$ cat config.mk
export PLATFORM = sky130hd
export DESIGN_NAME = regfile_multiport
export DESIGN_NICKNAME = d
export VERILOG_FILES = /design/src/rtl/regfile_multiport.sv
export SDC_FILE = /design/constraint.sdc
export NUM_CORES = 1
export LEC_CHECK = 0
export CAP_MARGIN = 10
export CORE_MARGIN = 5
export CORE_UTILIZATION = 30
export CTS_CLUSTER_DIAMETER = 100
export DETAILED_ROUTE_END_ITERATION = 10
export SLEW_MARGIN = 15
export SYNTH_ARGS = -nofsm -noshare
export SYNTH_HDL_FRONTEND = slang
export SYNTH_SLANG_ARGS = --single-unit
$ cat constraint.sdc
create_clock -name clk -period 7.1 [get_ports clk]
set_input_delay 1.065 -clock clk [delete_from_list [all_inputs] [get_ports clk]]
set_output_delay 1.065 -clock clk [all_outputs]
set_load 0.02 [all_outputs]
$ cat src/rtl/regfile_multiport.sv
// regfile_multiport: parametrised multi-read-port register file with an after-reset clear sequencer.
// Optional write-to-read forwarding is compiled in when REGFILE_BYPASS_EN is defined.
module regfile_multiport #(
    parameter int DATA_W   = 32,
    parameter int DEPTH    = 32,
    parameter int ADDR_W   = 5,
    parameter int NUM_RD   = 2,
    parameter int ZERO_REG = 1
) (
    input  logic                       clk,
    input  logic                       rst,
    input  logic                       FR_WE,
    input  logic [ADDR_W-1:0]          FR_Waddr,
    input  logic [DATA_W-1:0]          FR_Wdata,
    input  logic [NUM_RD*ADDR_W-1:0]   FR_RAddr,
    output logic [NUM_RD*DATA_W-1:0]   FR_Rdata,
    output logic                       FR_Busy,
    output logic                       FR_WrDrop
);

    typedef enum logic {
        CLEAR = 1'b0,
        READY = 1'b1
    } state_t;

    localparam logic [ADDR_W:0]   DEPTH_L = (ADDR_W+1)'(DEPTH);
    localparam logic [ADDR_W-1:0] LAST    = ADDR_W'(DEPTH-1);
    localparam bit                ZERO_EN = (ZERO_REG != 0);

    state_t              state;
    logic [ADDR_W-1:0]   clr_cnt;
    logic [DATA_W-1:0]   mem [DEPTH];

    logic                wr_ok;
    logic                wr_drop;
    logic                mem_we;
    logic [ADDR_W-1:0]   mem_wa;
    logic [DATA_W-1:0]   mem_wd;

    // An address is usable when it is in range and is not the hard-wired zero register.
    function automatic logic addr_ok(input logic [ADDR_W-1:0] a);
        return ({1'b0, a} < DEPTH_L) && !(ZERO_EN && (a == '0));
    endfunction

    assign wr_ok   = FR_WE && (state == READY) && addr_ok(FR_Waddr);
    assign wr_drop = FR_WE && !wr_ok;

    always_comb begin
        mem_we = 1'b0;
        mem_wa = clr_cnt;
        mem_wd = '0;
        if (state == CLEAR) begin
            mem_we = 1'b1;
        end else if (wr_ok) begin
            mem_we = 1'b1;
            mem_wa = FR_Waddr;
            mem_wd = FR_Wdata;
        end
    end

    // Storage has no reset of its own; the clear sequencer owns initialisation.
    always_ff @(posedge clk) begin
        if (mem_we) begin
            mem[mem_wa] <= mem_wd;
        end
    end

    always_ff @(posedge clk or posedge rst) begin
        if (rst) begin
            state     <= CLEAR;
            clr_cnt   <= '0;
            FR_Busy   <= 1'b1;
            FR_WrDrop <= 1'b0;
        end else begin
            FR_WrDrop <= wr_drop;
            if (state == CLEAR) begin
                if (clr_cnt == LAST) begin
                    state   <= READY;
                    FR_Busy <= 1'b0;
                    clr_cnt <= '0;
                end else begin
                    clr_cnt <= clr_cnt + ADDR_W'(1);
                end
            end
        end
    end

    always_comb begin
        logic [ADDR_W-1:0] ra;
        ra       = '0;
        FR_Rdata = '0;
        for (int unsigned k = 0; k < NUM_RD; k++) begin
            ra = FR_RAddr[k*ADDR_W +: ADDR_W];
            if (!FR_Busy && addr_ok(ra)) begin
`ifdef REGFILE_BYPASS_EN
                if (wr_ok && (FR_Waddr == ra)) begin
                    FR_Rdata[k*DATA_W +: DATA_W] = FR_Wdata;
                end else begin
                    FR_Rdata[k*DATA_W +: DATA_W] = mem[ra];
                end
`else
                FR_Rdata[k*DATA_W +: DATA_W] = mem[ra];
`endif
            end
        end
    end

endmodule

======== Word-level counts from Yosys, hierarchy flattened ========
Memory sizes are Yosys's and may differ from the RTL's.
Cells that the tools add are included.
operators by class
  add/sub/neg operators ................... 1
  equal/unequal tests ..................... 1
  multiplexer cells ....................... 13
  bitwise operators ....................... 1
  reductions and logical operators ........ 14
operators by type and width
  cell                                                           count
  32-bit two-way mux                                             4
  5-bit logical NOT                                              3
  5-bit two-way mux                                              3
  1-bit two-way mux                                              6
  5-bit by 1-bit adder with 5-bit output, second input constant  1
  5-bit equality test, second input constant                     1
  1-bit logical AND                                              5
  1-bit logical NOT                                              5
  2-bit AND reduction                                            1
  1-bit NOT                                                      1
storage, ports and cells
  register bits ........................... 8
  RAM bits ................................ 1024
  bits of input ports ..................... 50
  output and inout bits ................... 66
  word-level logic and storage cells ...... 35
  memories kept ........................... 1
memories
  name  words  width  read ports  clocked after Yosys merged registers in  write ports  line  source
  mem   32     32     2           0                                        1            32    logic [DATA_W-1:0] mem [DEPTH];

======== Logic depth before layout (Yosys ltp) ========
  depth in word-level cells ............... 7
  gate-level depth with buffers ........... 8

======== Least setup slack after synthesis ========
OpenSTA, ideal clock, no wires.
  path type ............................... input port to flip-flop
  start point ............................. input FR_Waddr[4]
  end point ............................... memory mem[27][0] (enable)
  setup time .............................. 0.501 ns
  arrival time ............................ 4.978 ns
  data required time ...................... 6.599 ns
  slack ................................... 1.620 ns
  stages on the path ...................... 5
  cell sequence ........................... nor3_2 a21o_1 buf_2 a32oi_1 nor4_1
on the way
  longest elaborated chain between the ends .. 7
RTL lines
  element                                  line  source
  from (decl)                              13    input logic [ADDR_W-1:0] FR_Waddr,
  5-bit logical NOT                        42    return ({1'b0, a} < DEPTH_L) && !(ZERO_EN && (a == '0));
  1-bit logical NOT                        42
  1-bit logical AND                        45    assign wr_ok = FR_WE && (state == READY) && addr_ok(FR_Waddr);
  1-bit two-way mux                        54    end else if (wr_ok) begin
  1-bit two-way mux                        52    if (state == CLEAR) begin
  1-bit two-way mux                        63    if (mem_we) begin
  1-bit two-way mux (implied by the code)  64    mem[mem_wa] <= mem_wd;
  to (decl)                                32
Several ways; a longest one is shown, not always the timed one.

======== Final worst setup path ========
  start point ............................. input FR_RAddr[9]
  end point ............................... output FR_Rdata[32]
on the way
  longest elaborated chain between the ends .. 4
RTL lines
  element                                                                     line  source
  from (decl)                                                                 15    input logic [NUM_RD*ADDR_W-1:0] FR_RAddr,
  parallel branches: the longest is 3 deep, another holds memory 32 x 32 bit  --
  32-bit two-way mux (*)                                                      94    if (!FR_Busy && addr_ok(ra)) begin
  to (decl)                                                                   16    output logic [NUM_RD*DATA_W-1:0] FR_Rdata,
Mark *: on every way between the ends.

==> summary.txt <==
Layout
  – Commonest cells after routing, fill and taps aside: edfxtp_1, mux2i_1, a22oi_1, mux4_2, nand3_1
  – Fraction of layout instances using a drive strength above 1: 0.1921
  – Area growth from synthesis to layout: 14.87%
  – Fill cells: 15120
  – Most common cell after layout, fill and taps aside: edfxtp_1
  – Layout Cells excl Fill: 5187
  – Final nets: around 3000

Route
  – DRT iter0 DRCs: between 3000 and 4000
  – DRT Pass-1 Iters: 5
  – Wirelength per Cell: 31.88 um
  – # DRC: 0
  – Drt total wl: 165300 um
  – Vias per cell: around 5.8
  – Via count: 30150
  – DRT antenna net count: 0

STA
  – Relative slew margins: 0.1792
  – Tmin final: roughly 5.6 ns
  – Setup Skew: 0.02819 ns
  – Max Freq: 178.4 MHz
  – RSZ-0062 raised after global routing: no
  – Endpoints failing setup: 0
  – Setup ws final: 1.494 ns
  – Hold Vio Cnt, Final: 0
  – Max-slew violation count: 0
  – Final period utilization: 0.7896
  – Worst-Margin Slew: between 1 and 1.5 ns
  – Setup_tns: 0 ns

Clocking
  – Postcts setup bufs: 0
  – CTS sink count: around 1000
  – CTS tree: built
  – Root Buffer: clkbuf_16
  – Worst-Skew Late Latency: just over 0.7 ns
  – Post-cts hold buffer count: 0
  – CTS max path bufs: 3
  – Htree depth: 3
  – Num CTS Buffers: 104
  – CTS resizes: 0
  – Clk slew on worst S/H paths: around 0.070 ns

Floorplanning
  – Ports: about 120
  – Die Area: approximately 0.17 mm^2
  – Initial Utilization: 0.3013
  – Row cnt: approximately 150
  – Die height: 411.1 um
  – Core Area: 0.1602 mm^2
  – Die X: 411.1 um

Worst setup path
  – Worst r2r dst: mem[30][20]
  – Crit path max fanout: 14
  – Worst setup SP type: primary input
  – Worst Path Arrival: around 4.5 ns
  – R2r setup slk: ~3.7 ns
  – WP data required: just over 6 ns
  – R2r startpoint: state
  – FF-to-FF path depth: 5
  – Crit Path Category: primary input to primary output
  – Setup crit end kind: primary output

Pwr
  – Leakage Power: 19.64 nW
  – Peak VDD IR: 0.2158 mV
  – PwrDens: ~240 mW/mm^2
  – Total Power: 13.22 mW

Synth
  – Syn Nets: 2892
  – Sequential area share after synthesis: 0.6412
  – Mapped Cells: 2840
  – Number of synthesized flops with an enable pin: approximately 1000
  – Top_reg_cell synth: edfxtp_1
  – Fraction of registers with async set or reset after synthesis: 0.007752
  – Synth Cell Area: 0.04827 mm^2
  – Post-synthesis average cell area: between 15 and 20 um^2
  – Cell variety after synth: 42
  – Yosys warning count: 0
  – Number of synthesized register bits: roughly 1000

Placement
  – Dpl ws: 1.569 ns
  – Post-DP HPWL: between 90000 and 100000 um
  – Routability Congestion: ~0.82
  – Placed insts: about 5000
  – Number of port buffers: roughly 120

Hold path
  – Hold Path Sink: clr_cnt[3]
  – Hold Path Class: flop to flop
  – Hold Path Cell Cnt: 1
  – Worst hold start: clr_cnt[3]

GRT
  – First-pass GRT wire length: around 230000 um
  – Vias in the first global route: around 30000
  – Antenna violations before repair: 3
  – Global route total overflow: 0
  – Largest net degree at the start of global routing: 86
  – Overall routing resource usage: 0.1905

Run status
  – Status: complete, no violations

Flow run
  – Number of max-cap violations: 0
[layout make-up]
class | count | area, um^2 | area share
clock buffer | 121 | 2698 | 0.04865
clock inverter | 69 | 500.5 | 0.009026
sequential | 1032 | 30950 | 0.5582
tap | 2160 | 2703 | 0.04874
multi-input combinational | 1570 | 16450 | 0.2967
timing repair buffer | 226 | 2115 | 0.03814
inverter | 7 | 26.28 | 0.0004739
antenna | 2 | 5.005 | 0.00009026
[registers in the layout, indices dropped and copies added (netlist names)]
signal	flops
state	1
clr_cnt	5
FR_Busy	1
mem	1024
FR_WrDrop	1
[worst max-delay path, stage by stage]
cell and delay [ns]:
clkdlybuf4s50_1 0.67, nor3_4 0.30, buf_4 0.31, and2_1 1.01, nand2_1 0.15, nand4_1 0.32
clkdlybuf4s50_1 0.68
[metal layers]
metal | vias to the layer above | GRT usage | wire length [um]
li1 | 12110 | - | -
met1 | 16060 | 0.2436 | 64310
met2 | 1624 | 0.3220 | 80520
met3 | 358 | 0.03194 | 13410
met4 | 0 | 0.07776 | 7101
met5 | - | 0 | 0
[where the power goes]
group / switching (mW) / total [mW] / internal (mW)
registers: 0.00243 / 6.72 / 6.72
logic: 0.800 / 1.21 / 0.415
clock network: 2.36 / 5.29 / 2.93
total: 3.16 / 13.2 / 10.1
[stage by stage]
| step | hold WS, ns | utilization | cell area, um^2 |
|---|---|---|---|
| after floorplan | 0.5135 | - | 48270 |
| after global placement | 0.6054 | 0.3260 | 52220 |
| after detailed placement | 0.6023 | 0.3260 | 52230 |
| after CTS | 0.6122 | 0.3460 | 55430 |
| after global routing | 0.6690 | 0.3461 | 55440 |
| final | 0.6378 | 0.3461 | 55450 |
[Yosys cell counts, types with 4 or more instances]
library cell	number	share of area
dfrtp_1	7	0.0036
inv_1	7	0.00054
mux2i_1	521	0.11
clkbuf_1	91	0.0071
nor3_1	24	0.0025
buf_4	42	0.0065
nor4_1	8	0.0010
a22o_1	62	0.011
nor2_1	21	0.0016
buf_6	15	0.0035
and2_1	41	0.0053
nand2_1	63	0.0049
a21oi_1	4	0.00041
mux4_2	244	0.11
buf_2	77	0.0080
nand3_1	134	0.014
edfxtp_1	1024	0.64
a22oi_1	262	0.041
a31oi_1	63	0.0082
buf_1	5	0.00039
nand4_1	67	0.0087
nor2b_1	8	0.0010
mux4_1	8	0.0044
o21ai_0	5	0.00052
nor2_2	4	0.00052
[logic make-up (layout without fill, tap and decap cells)]
family / count (synthesis) / after routing / synth area share
DFF: 1032 / 1032 / 0.6412
muxes: 775 / 775 / 0.2267
AOI/OAI and AO/OA: 409 / 409 / 0.06335
and+or+nand+nor: 384 / 384 / 0.04202
buffers and inverters: 238 / 423 / 0.02618
adders and majority gates: 2 / 2 / 0.0005183
other: 0 / 2 / 0
[worst max-delay path by stage]
stage	start	end	slack, ns	cells past startpoint
2_1_floorplan	FR_Waddr[4]	mem[27][0]	1.62	5
3_5_place_dp	FR_RAddr[9]	FR_Rdata[32]	1.57	7
3_3_place_gp	FR_RAddr[9]	FR_Rdata[40]	1.56	7
4_1_cts	FR_RAddr[9]	FR_Rdata[32]	1.57	7
5_1_grt	FR_RAddr[0]	FR_Rdata[24]	1.44	7
6_report	FR_RAddr[9]	FR_Rdata[32]	1.49	7
(Power assumes the default switching activity.)
